### config.mk
export PLATFORM = sky130hd
export DESIGN_NAME = sysid_regbank
export DESIGN_NICKNAME = d
export VERILOG_FILES = /design/src/rtl/sysid_pkg.sv /design/src/rtl/sysid_heartbeat.sv /design/src/rtl/sysid_regbank.sv
export SDC_FILE = /design/constraint.sdc
export NUM_CORES = 1
export LEC_CHECK = 0
export ABC_AREA = 1
export ABC_CLOCK_PERIOD_IN_PS = 1700
export CAP_MARGIN = 30
export CORE_MARGIN = 5
export CORE_UTILIZATION = 55
export CTS_BUF_LIST = sky130_fd_sc_hd__clkbuf_8
export CTS_CLUSTER_DIAMETER = 40
export DETAILED_ROUTE_END_ITERATION = 8
export PLACE_DENSITY = 0.86
export SLEW_MARGIN = 20
export SYNTH_ARGS = -nofsm -noshare
export SYNTH_HDL_FRONTEND = slang
export SYNTH_HIERARCHICAL = 1
export SYNTH_SLANG_ARGS = --single-unit
### constraint.sdc
create_clock -name clock -period 1.7 [get_ports clock]
set_input_delay 0.425 -clock clock [delete_from_list [all_inputs] [get_ports clock]]
set_output_delay 0.425 -clock clock [all_outputs]
set_load 0.01 [all_outputs]
### src/rtl/sysid_pkg.sv
// sysid_pkg: shared constants for the system-ID register bank.
//   - word offsets of the eight-entry register map
//   - CONTROL bit positions
//   - uptime counter width and CAPS field layout
package sysid_pkg;

    localparam logic [2:0] OFF_SYS_ID    = 3'd0;
    localparam logic [2:0] OFF_TIMESTAMP = 3'd1;
    localparam logic [2:0] OFF_UPTIME_LO = 3'd2;
    localparam logic [2:0] OFF_UPTIME_HI = 3'd3;
    localparam logic [2:0] OFF_SCRATCH   = 3'd4;
    localparam logic [2:0] OFF_CONTROL   = 3'd5;
    localparam logic [2:0] OFF_HEARTBEAT = 3'd6;
    localparam logic [2:0] OFF_CAPS      = 3'd7;

    localparam int CTRL_CLEAR_BIT  = 0;
    localparam int CTRL_FREEZE_BIT = 1;

    localparam int UPTIME_W = 64;

    // CAPS layout: [7:0] address width, [8] heartbeat present
    localparam int CAPS_ADDRW_LSB = 0;
    localparam int CAPS_ADDRW_W   = 8;
    localparam int CAPS_HB_BIT    = 8;

endpackage

### src/rtl/sysid_heartbeat.sv
// sysid_heartbeat: prescaled tick counter.
//   A 32-bit prescaler runs 0..TICK_DIV-1; each wrap advances count.
//   Ports:
//     clock    in   system clock
//     reset_n  in   synchronous active-low reset
//     count    out  ticks since reset (wraps at 2^32)
module sysid_heartbeat #(
    parameter int TICK_DIV = 50_000_000
) (
    input  logic        clock,
    input  logic        reset_n,
    output logic [31:0] count
);

    localparam logic [31:0] LAST = 32'(TICK_DIV - 1);

    logic [31:0] presc;

    always_ff @(posedge clock) begin
        if (!reset_n) begin
            presc <= '0;
            count <= '0;
        end else if (presc == LAST) begin
            presc <= '0;
            count <= count + 32'd1;
        end else begin
            presc <= presc + 32'd1;
        end
    end

endmodule

### src/rtl/sysid_regbank.sv
// sysid_regbank: Avalon-MM system-ID slave with uptime, scratch, control
// and optional heartbeat.
//   Build option: define SYSID_HEARTBEAT_EN to include the heartbeat
//   counter (offset 6, CAPS[8]); otherwise offset 6 reads 0.
//   Ports:
//     clock          in   system clock
//     reset_n        in   synchronous active-low reset
//     address        in   word address (offsets >= 8 are unmapped)
//     chipselect     in   slave select
//     read / write   in   strobes, qualified by chipselect; write wins
//     writedata      in   write data
//     byteenable     in   write byte lanes
//     readdata       out  registered read data, held between reads
//     readdatavalid  out  pulses one cycle after an accepted read
import sysid_pkg::*;

module sysid_regbank #(
    parameter logic [31:0] SYS_ID    = 32'h0000_0000,
    parameter logic [31:0] TIMESTAMP = 32'h0000_0000,
    parameter int          ADDR_W    = 3,
    parameter int          TICK_DIV  = 50_000_000
) (
    input  logic              clock,
    input  logic              reset_n,
    input  logic [ADDR_W-1:0] address,
    input  logic              chipselect,
    input  logic              read,
    input  logic              write,
    input  logic [31:0]       writedata,
    input  logic [3:0]        byteenable,
    output logic [31:0]       readdata,
    output logic              readdatavalid
);

    // An illegal configuration decodes no registers at all.
    localparam logic PARAMS_OK = (ADDR_W >= 3) && (TICK_DIV >= 2);

    logic [31:0] heartbeat;

`ifdef SYSID_HEARTBEAT_EN
    localparam logic HB_EN = 1'b1;

    sysid_heartbeat #(.TICK_DIV(TICK_DIV)) u_heartbeat (
        .clock   (clock),
        .reset_n (reset_n),
        .count   (heartbeat)
    );
`else
    localparam logic HB_EN = 1'b0;

    assign heartbeat = '0;
`endif

    localparam logic [31:0] CAPS_WORD =
        ((32'(ADDR_W) & 32'h0000_00FF) << CAPS_ADDRW_LSB) |
        (32'(HB_EN) << CAPS_HB_BIT);

    logic [2:0]          off;
    logic                in_map;
    logic                rd_acc;
    logic                wr_hit;
    logic                clear_req;
    logic [UPTIME_W-1:0] uptime;
    logic [31:0]         hi_shadow;
    logic [31:0]         scratch;
    logic                freeze;
    logic [31:0]         rdata_nxt;

    assign off = address[2:0];

    generate
        if (ADDR_W > 3) begin : g_wide
            assign in_map = PARAMS_OK & ~|address[ADDR_W-1:3];
        end else begin : g_narrow
            assign in_map = PARAMS_OK;
        end
    endgenerate

    // A simultaneous read and write performs only the write.
    assign rd_acc    = chipselect & read & ~write;
    assign wr_hit    = chipselect & write & in_map;
    assign clear_req = wr_hit && (off == OFF_CONTROL) && byteenable[0]
                       && writedata[CTRL_CLEAR_BIT];

    always_comb begin
        rdata_nxt = '0;
        if (in_map) begin
            case (off)
                OFF_SYS_ID:    rdata_nxt = SYS_ID;
                OFF_TIMESTAMP: rdata_nxt = TIMESTAMP;
                OFF_UPTIME_LO: rdata_nxt = uptime[31:0];
                OFF_UPTIME_HI: rdata_nxt = hi_shadow;
                OFF_SCRATCH:   rdata_nxt = scratch;
                OFF_CONTROL:   rdata_nxt[CTRL_FREEZE_BIT] = freeze;
                OFF_HEARTBEAT: rdata_nxt = heartbeat;
                default:       rdata_nxt = CAPS_WORD;
            endcase
        end
    end

    always_ff @(posedge clock) begin
        if (!reset_n) begin
            readdata      <= '0;
            readdatavalid <= 1'b0;
            uptime        <= '0;
            hi_shadow     <= '0;
            scratch       <= '0;
            freeze        <= 1'b0;
        end else begin
            readdatavalid <= rd_acc;
            if (rd_acc)
                readdata <= rdata_nxt;

            // Reading the low word latches the matching high word, so a
            // LO-then-HI pair is a consistent 64-bit snapshot.
            if (rd_acc && in_map && (off == OFF_UPTIME_LO))
                hi_shadow <= uptime[63:32];

            if (clear_req)
                uptime <= '0;
            else if (!freeze)
                uptime <= uptime + UPTIME_W'(1);

            if (wr_hit && (off == OFF_SCRATCH)) begin
                for (int i = 0; i < 4; i++)
                    if (byteenable[i])
                        scratch[8*i +: 8] <= writedata[8*i +: 8];
            end

            if (wr_hit && (off == OFF_CONTROL) && byteenable[0])
                freeze <= writedata[CTRL_FREEZE_BIT];
        end
    end

endmodule
-- Word level (Yosys, flattened, before mapping)
Cells that the tools add are included.
- bits of input ports: 44
- word-level logic and storage cells: 37
- output and inout bits: 33
- bits in registers: 162
- add/sub/neg operators: 1
- mux-type cells: 3
- reductions and logical operators: 13
- equal/unequal tests: 6
- bitwise operators: 5
- operators with widths (kind ; number):
    case mux 30 bit (3 select lines) ; 1
    adder 64 x 1 -> 64 bit (second input constant) ; 1
    equality test 3 bit (second input constant) ; 3
    AND reduction 2 bit ; 4
    equality test 3 x 2 -> 1 bit (second input constant) ; 2
    logical AND 1 bit ; 5
    case mux 1 bit (5 select lines) ; 1
    case mux 1 bit (4 select lines) ; 1
    OR reduction 4 bit ; 1
    AND 1 bit ; 3
    equality test 3 x 1 -> 1 bit (second input constant) ; 1
    zero test 3 bit ; 1
    OR reduction 3 bit ; 1
    NOT 1 bit ; 2
    OR reduction 2 bit ; 1

-- Depth between registers and ports, before layout
Gate-level depths: netlist (run 1).
- word-level depth: 5
- depth in mapped cells: 11
- mapped depth without buffers: 11

-- Worst setup path after synthesis (run 1)
Ideal clock, no wire load.
- kind: input to register
- start: in address[1]
- end: reg uptime[52]
- path buffers: 1
- path slack: 0.167 ns
- data required time: 1.585 ns
- arrival time: 1.418 ns
- stages: 9
- library setup time: 0.115 ns
- path through: inv_1 -> nand3_1 -> nor3_1 -> nand2_1 -> nand2_2 -> inv_1 -> clkbuf_1 -> nand2_1 -> nor2_1
- cells in the longest elaborated chain, start to end: 5
- ends and longest elaborated chain (item ; RTL line ; RTL):
    start: declaration ; sysid_regbank.sv:25 ; input logic [ADDR_W-1:0] address,
    equality test 3 bit ; sysid_regbank.sv:82 ; assign clear_req = wr_hit && (off == OFF_CONTROL) && byteenable[0]
    logical AND 1 bit (2 in series) ; sysid_regbank.sv:82 ;
    logical AND 1 bit ; sysid_regbank.sv:83 ; && writedata[CTRL_CLEAR_BIT];
    OR reduction 2 bit (no source line) ; - ;
    end signal: assignment ; sysid_regbank.sv:122 ; uptime <= uptime + UPTIME_W'(1);
    end: declaration ; sysid_regbank.sv:63 ; logic [UPTIME_W-1:0] uptime;
Every way passes these cells.
A chain may end at the register's enable or synchronous reset.

-- Worst setup path in the final report (run 1)
- start: in address[0]
- end: reg hi_shadow[8]
- cells in the longest elaborated chain, start to end: 2
- ends and longest elaborated chain (item ; RTL line ; RTL):
    equality test 3 x 2 -> 1 bit ; sysid_regbank.sv:116 ; if (rd_acc && in_map && (off == OFF_UPTIME_LO))
    logical AND 1 bit ; sysid_regbank.sv:116 ;
    end signal: assignment ; sysid_regbank.sv:117 ; hi_shadow <= uptime[63:32];
    end: declaration ; sysid_regbank.sv:64 ; logic [31:0] hi_shadow;
Every way passes these cells.

==> flow_metrics.env, run 1 <==
export IMPL_status="complete, no violations"
export IMPL_design_area_um2=9820
export IMPL_cp_buffers_inverters=4
export IMPL_whs_endpoint="freeze"
export IMPL_overflow=0
export IMPL_setup_worst_path_start="address[0]"
export IMPL_tightest_slew_ns=0.347
export IMPL_fp_dieArea_um2=16400
export IMPL_dp_slack_ns=-0.399
export IMPL_die_w_um=128
export IMPL_final_util_pct=71.3
export IMPL_rsz0062_at_grt="true"
export IMPL_route_met3_wl_um=2060
export IMPL_port_buffers=76
export IMPL_worst_path_max_fanout=21
export IMPL_routedWlPerCell_um=16.7
export IMPL_viasPerCell=5.60
export IMPL_min_path_type="input pin to flip-flop"
export IMPL_fin_crit_ns=1.64
export IMPL_power_density_nw_per_um2=708
export IMPL_synth_top_area_share_pct=42.4
export IMPL_syn_to_final_growth_pct=28.5
export IMPL_worstPathRequired_ns=2.10
export IMPL_peakVddDrop_mv=0.373
export IMPL_dieHeight_um=128
export IMPL_grt_max_degree=67
export IMPL_cts_root_buf="clkbuf_8"
export IMPL_highest_layer="met4"
export IMPL_crit_chain="clkdlybuf4s50_1, buf_4, nor3_4, inv_2, nor2_4, buf_4, o21ai_0, a21oi_1"
export IMPL_final_common_cell="nand2_1"
export IMPL_track_usage_pct=29.4
export IMPL_antenna_found_initial=0
export IMPL_drv_slew=0
export IMPL_core_area_um2=13800
export IMPL_clock_latency_ns=0.47
export IMPL_yosysTopAreaCell="dfxtp_1"
export IMPL_r2r_setup_slack_ns=0.07
export IMPL_clock_fmax_mhz=608
export IMPL_placed_area_um2=9290
export IMPL_whs_path_depth=4
export IMPL_placed_cells=1434
export IMPL_nFillCells=1095
export IMPL_io_pins=77
export IMPL_finalSetupViolations=0
export IMPL_synth_seq_cells=162
export IMPL_synth_cell_type_count=37
export IMPL_r2r_start="uptime[0]"
export IMPL_drc=0
export IMPL_grt_pass1_wl_um=38200
export IMPL_dr_pass1_iters=7
export IMPL_synthCells=1115
export IMPL_place_congestion=0.995
export IMPL_setup_ws_ns=0.0564
export IMPL_cpMaxStageDelayCell="clkdlybuf4s50_1"
export IMPL_criticalPathCategory="input pin to flip-flop"
export IMPL_r2r_cells=10
export IMPL_wl_met1_um=10500
export IMPL_layout_nets=1322
export IMPL_hold_buffers=0
export IMPL_synth_area_per_cell_um2=6.85
export IMPL_cp_common_cell="buf_4"
export IMPL_drt_initial_drc_count=947
export IMPL_num_rows=43
export IMPL_wl_met2_um=11200
export IMPL_ys_warn_count=6
export IMPL_numCtsBuffers=17
export IMPL_synth_net_count=1160
export IMPL_cp_arrival_ns=2.04
export IMPL_crit_path_end_kind="flip-flop"
export IMPL_clk_pin_slew_ns=0.09
export IMPL_antenna_cells=0
export IMPL_most_common_layout_cells="271 x nand2_1, 146 x nor2_1, 145 x dfxtp_1"
export IMPL_synth_area_um2=7640
export IMPL_h_tree_depth=4
export IMPL_power_leakage_uw=0.00374
export IMPL_cpPeakStageDelay_ns=0.47
export IMPL_finalNonFillerCells=1470
export IMPL_min_period_over_period_pct=96.7
export IMPL_cp_start_kind="input pin"
export IMPL_critical_path_top_delay_family="buffers and inverters"
export IMPL_start_util_pct=55.5
export IMPL_grt_pass1_vias=7560
export IMPL_drive_gt1_share_pct=17.8
export IMPL_hp_start="reset_n"
export IMPL_finClkSkew_ns=0.0143
export IMPL_clockBufferDepth=2
export IMPL_worstReg2RegEnd="uptime[59]"
export IMPL_max_slew_margin_rel_pct=76.8
export IMPL_synth_seq_area_share_pct=42.4
export IMPL_clkSinkCount=162
export IMPL_dpl_hpwl_um=18500
export IMPL_synth_area_leaders="dfxtp_1 42%, nand2_1 14%, nor2_1 8.2%"
export IMPL_num_vias=8239
export IMPL_cts_tree="yes"
export IMPL_antenna_left=0
export IMPL_final_hold_viol_count=0
export IMPL_cap_viol_max_count=0
export IMPL_routed_wl_um=24500
[timing repair]
| item | CTS | global route |
|---|---|---|
| pin swaps | 0 | 7 |
| gates resized for setup | 35 | 65 |
| endpoints found under the setup margin | 36 | 80 |
| cloned | 0 | 0 |
| setup buffers | 0 | 4 |
[cell usage after synthesis, drive strengths merged]
master / count
o22ai: 4
nand3b: 2
or2: 6
and3: 3
o211ai: 10
nor3: 15
and2: 1
nor2: 185
nand3: 44
nand2: 288
ha: 1
buf: 18
dfxtp: 162
clkbuf: 21
nor3b: 3
a21oi: 115
nand4: 17
xor2: 9
xnor2: 4
a41oi: 2
o221ai: 10
o21ai: 82
inv: 112
clkinv: 1
[state kept, by name, summed over array words and instances, names as in the netlist]
signal / flops
readdata: 32
hi_shadow: 32
readdatavalid: 1
scratch: 32
uptime: 64
freeze: 1
[through the flow]
step	power [uW]	setup TNS (ns)	hold WS, ns
finish	6950	0	0.460
global route	7150	-0.0569	0.463
CTS	6940	0	0.451
detailed placement	4340	-48.11	0.446
global placement	4320	-39.62	0.444
floorplan	4110	0	0.429
[tightest hold or removal path, cell delays in order]
cell and delay (ns):
buf_2 0.13, buf_12 0.19, o21ai_0 0.09, a21oi_1 0.04
[worst max path at each step]
stage	end	slack, ns	cells after the start
floorplan	uptime[52]	0.17	9
global placement	hi_shadow[16]	-0.33	9
detailed placement	scratch[20]	-0.40	7
CTS	uptime[54]	0.01	10
global route	readdata[15]	-0.02	10
finish	hi_shadow[8]	0.06	8
[cell type report]
cell class	count	area, um^2	area share, %
Multi-Input combinational cell	801	3930	40.0
Clock buffer	17	234	2.38
Clock inverter	15	136	1.39
Tap cell	180	225	2.29
Timing Repair Buffer	182	1600	16.2
Inverter	113	429	4.37
Sequential cell	162	3270	33.3
[metal layers]
metal	up-vias	GRT usage, %
met5	-	0
met4	0	11.7
met3	70	5.21
met2	464	46.7
met1	3777	39.8
li1	3928	-
[report_power, final]
group	internal [uW]	total, uW	switching (uW)
clock	1170	2690	1520
sequential	3820	3840	20.5
combinational	198	427	229
total	5190	6950	1770
[logic make-up after synthesis]
kind of cell,count (synthesis),share of synthesized area (%)
AO/OA/AOI/OAI,223,15.6
buffers and inverters,152,7.96
adder cells (fa/ha/maj),1,0.164
AND/OR/NAND/NOR,564,32.4
flip-flops,162,42.4
XOR/XNOR,13,1.49
No activity file was read; power rests on OpenSTA's default activity.
==> run 2: changes to the inputs <==
- CORE_MARGIN: 5 -> 3
- CORE_UTILIZATION: 55 -> 30
- PLACE_DENSITY: 0.86 -> 0.56
==> run 2 against run 1 <==
Design area is 5.3% higher. First-iteration DRC count fell by 36%. Sequential share of layout area is 1.7 points lower. Via count shrank 5.9%. Core utilization down 29 points. Critical path type is now flip-flop to flip-flop. Largest cell class unchanged. Highest routed layer unchanged.
==> flow_metrics.env, run 2 (synthesis results as in run 1) <==
export IMPL_num_vias=7749
export IMPL_h_tree_depth=4
export IMPL_largest_register="uptime"
export IMPL_fin_crit_ns=1.62
export IMPL_drv_slew=0
export IMPL_fp_dieArea_um2=27400
export IMPL_dieHeight_um=166
export IMPL_whs_path_depth=2
export IMPL_crit_path_end_kind="flip-flop"
export IMPL_drt_initial_drc_count=605
export IMPL_cts_root_buf="clkbuf_8"
export IMPL_port_buffers=76
export IMPL_worst_path_max_fanout=7
export IMPL_track_usage_pct=18.4
export IMPL_grt_pass1_wl_um=40200
export IMPL_drc=0
export IMPL_cts_tree="yes"
export IMPL_final_util_pct=41.9
export IMPL_r2r_setup_slack_ns=0.08
export IMPL_clock_fmax_mhz=618
export IMPL_num_rows=57
export IMPL_core_area_um2=24700
export IMPL_r2r_start="uptime[3]"
export IMPL_rsz0062_at_grt="true"
export IMPL_routedWlPerCell_um=15.6
export IMPL_worstPathRequired_ns=2.10
export IMPL_min_period_over_period_pct=95.2
export IMPL_most_common_layout_cells="271 x nand2_1, 148 x nor2_1, 145 x dfxtp_1"
export IMPL_syn_to_final_growth_pct=35.3
export IMPL_clock_latency_ns=0.47
export IMPL_final_common_cell="nand2_1"
export IMPL_r2r_cells=11
export IMPL_place_congestion=0.911
export IMPL_dr_pass1_iters=5
export IMPL_cp_start_kind="flip-flop"
export IMPL_tightest_slew_ns=0.401
export IMPL_die_w_um=166
export IMPL_finalSetupViolations=0
export IMPL_dpl_hpwl_um=20100
export IMPL_routed_wl_um=25700
export IMPL_power_leakage_uw=0.00399
export IMPL_max_slew_margin_rel_pct=73.2
export IMPL_status="complete, no violations"
export IMPL_power_density_nw_per_um2=717
export IMPL_viasPerCell=4.70
export IMPL_peakVddDrop_mv=0.362
export IMPL_start_util_pct=31.0
export IMPL_grt_pass1_vias=7250
export IMPL_drive_gt1_share_pct=19.8
export IMPL_numCtsBuffers=17
export IMPL_finClkSkew_ns=0.0168
export IMPL_largest_register_ffs=64
export IMPL_worstReg2RegEnd="uptime[63]"
export IMPL_clockBufferDepth=2
export IMPL_fin_hold_ws_ns=0.460
export IMPL_layout_nets=1357
export IMPL_cp_arrival_ns=2.02
export IMPL_final_setup_tns_ns=0
export IMPL_placed_cells=1617
export IMPL_hp_start="scratch[5]"
export IMPL_whs_endpoint="scratch[5]"
export IMPL_criticalPathCategory="flip-flop to flip-flop"
export IMPL_antenna_left=0
export IMPL_clk_pin_slew_ns=0.09
export IMPL_post_cts_buffers=0
export IMPL_final_hold_viol_count=0
export IMPL_antenna_found_initial=0
export IMPL_cap_viol_max_count=0
export IMPL_io_pins=77
export IMPL_clkSinkCount=162
export IMPL_finalNonFillerCells=1648
export IMPL_antenna_cells=0
export IMPL_overflow=0
export IMPL_min_path_type="flip-flop to flip-flop"
export IMPL_grt_max_degree=67
## run 2: changes by cell type in the layout (fill, tap and decap cells not counted), moves of 4 or more
cell / previous run / this run
buf_4: 98 / 135
nor2_2: 22 / 18
inv_6: 2 / 7
clkinvlp_4: 6 / 2
## run 2: area by class of cell
| class | instances | area, um^2 |
|---|---|---|
| clock buffers | 17 | 234 |
| repair buffers | 217 | 1850 |
| flip-flops and latches | 162 | 3270 |
| well taps | 324 | 405 |
| multi-input cells | 801 | 3950 |
| clock inverters | 14 | 191 |
| fillers | 2627 | 14300 |
| inverters | 113 | 432 |
## run 2: critical path: stages (launching register included)
cell and delay, ns:
dfxtp_1 0.39, nand2_4 0.11, nor2_8 0.15, nand3_4 0.11, buf_4 0.18, nor2_8 0.15
nand2_4 0.09, nor2_4 0.12, nand2_1 0.06, nand2_1 0.05, inv_1 0.03, nor2_1 0.10
## run 2: metal layers
metal / GRT usage [%] / up-vias / share of wire [%]
li1: - / 4003 / -
met1: 26.1 / 3514 / 49
met2: 28.1 / 201 / 44
met3: 3.67 / 31 / 5.1
met4: 5.82 / 0 / 1.9
met5: 0 / - / 0
## run 2: stage by stage
stage,setup slack (ns),instance area [um^2],total power (uW)
after global placement,-0.460,9760,4360
after floorplan,0.167,7640,4110
after detailed placement,-0.503,9760,4360
final,0.0815,10300,7410
after global routing,-0.0508,10300,7670
after CTS,0.00227,10200,7460
## run 2: timing repair
action | CTS | global route
resized for setup | 42 | 62
hold endpoints to repair | 0 | 0
pin swaps | 1 | 6
hold buffers | 0 | 0
endpoints found under the setup margin | 50 | 71
## run 2: power by group
group	total [uW]	switching [uW]	internal, uW	leakage, uW
sequential	3840	18.3	3820	0.00132
clock	3130	1630	1500	0.000210
combinational	439	233	206	0.00247
total	7410	1880	5530	0.00399
## run 2: worst max-delay path by stage
stage / startpoint / end / slack [ns] / cells after the start
floorplan: address[1] / uptime[52] / 0.17 / 9
global placement: address[2] / scratch[23] / -0.46 / 7
detailed placement: address[0] / scratch[23] / -0.50 / 8
CTS: uptime[4] / uptime[61] / 0.002 / 9
global route: uptime[5] / uptime[63] / -0.05 / 11
finish: uptime[3] / uptime[63] / 0.08 / 11
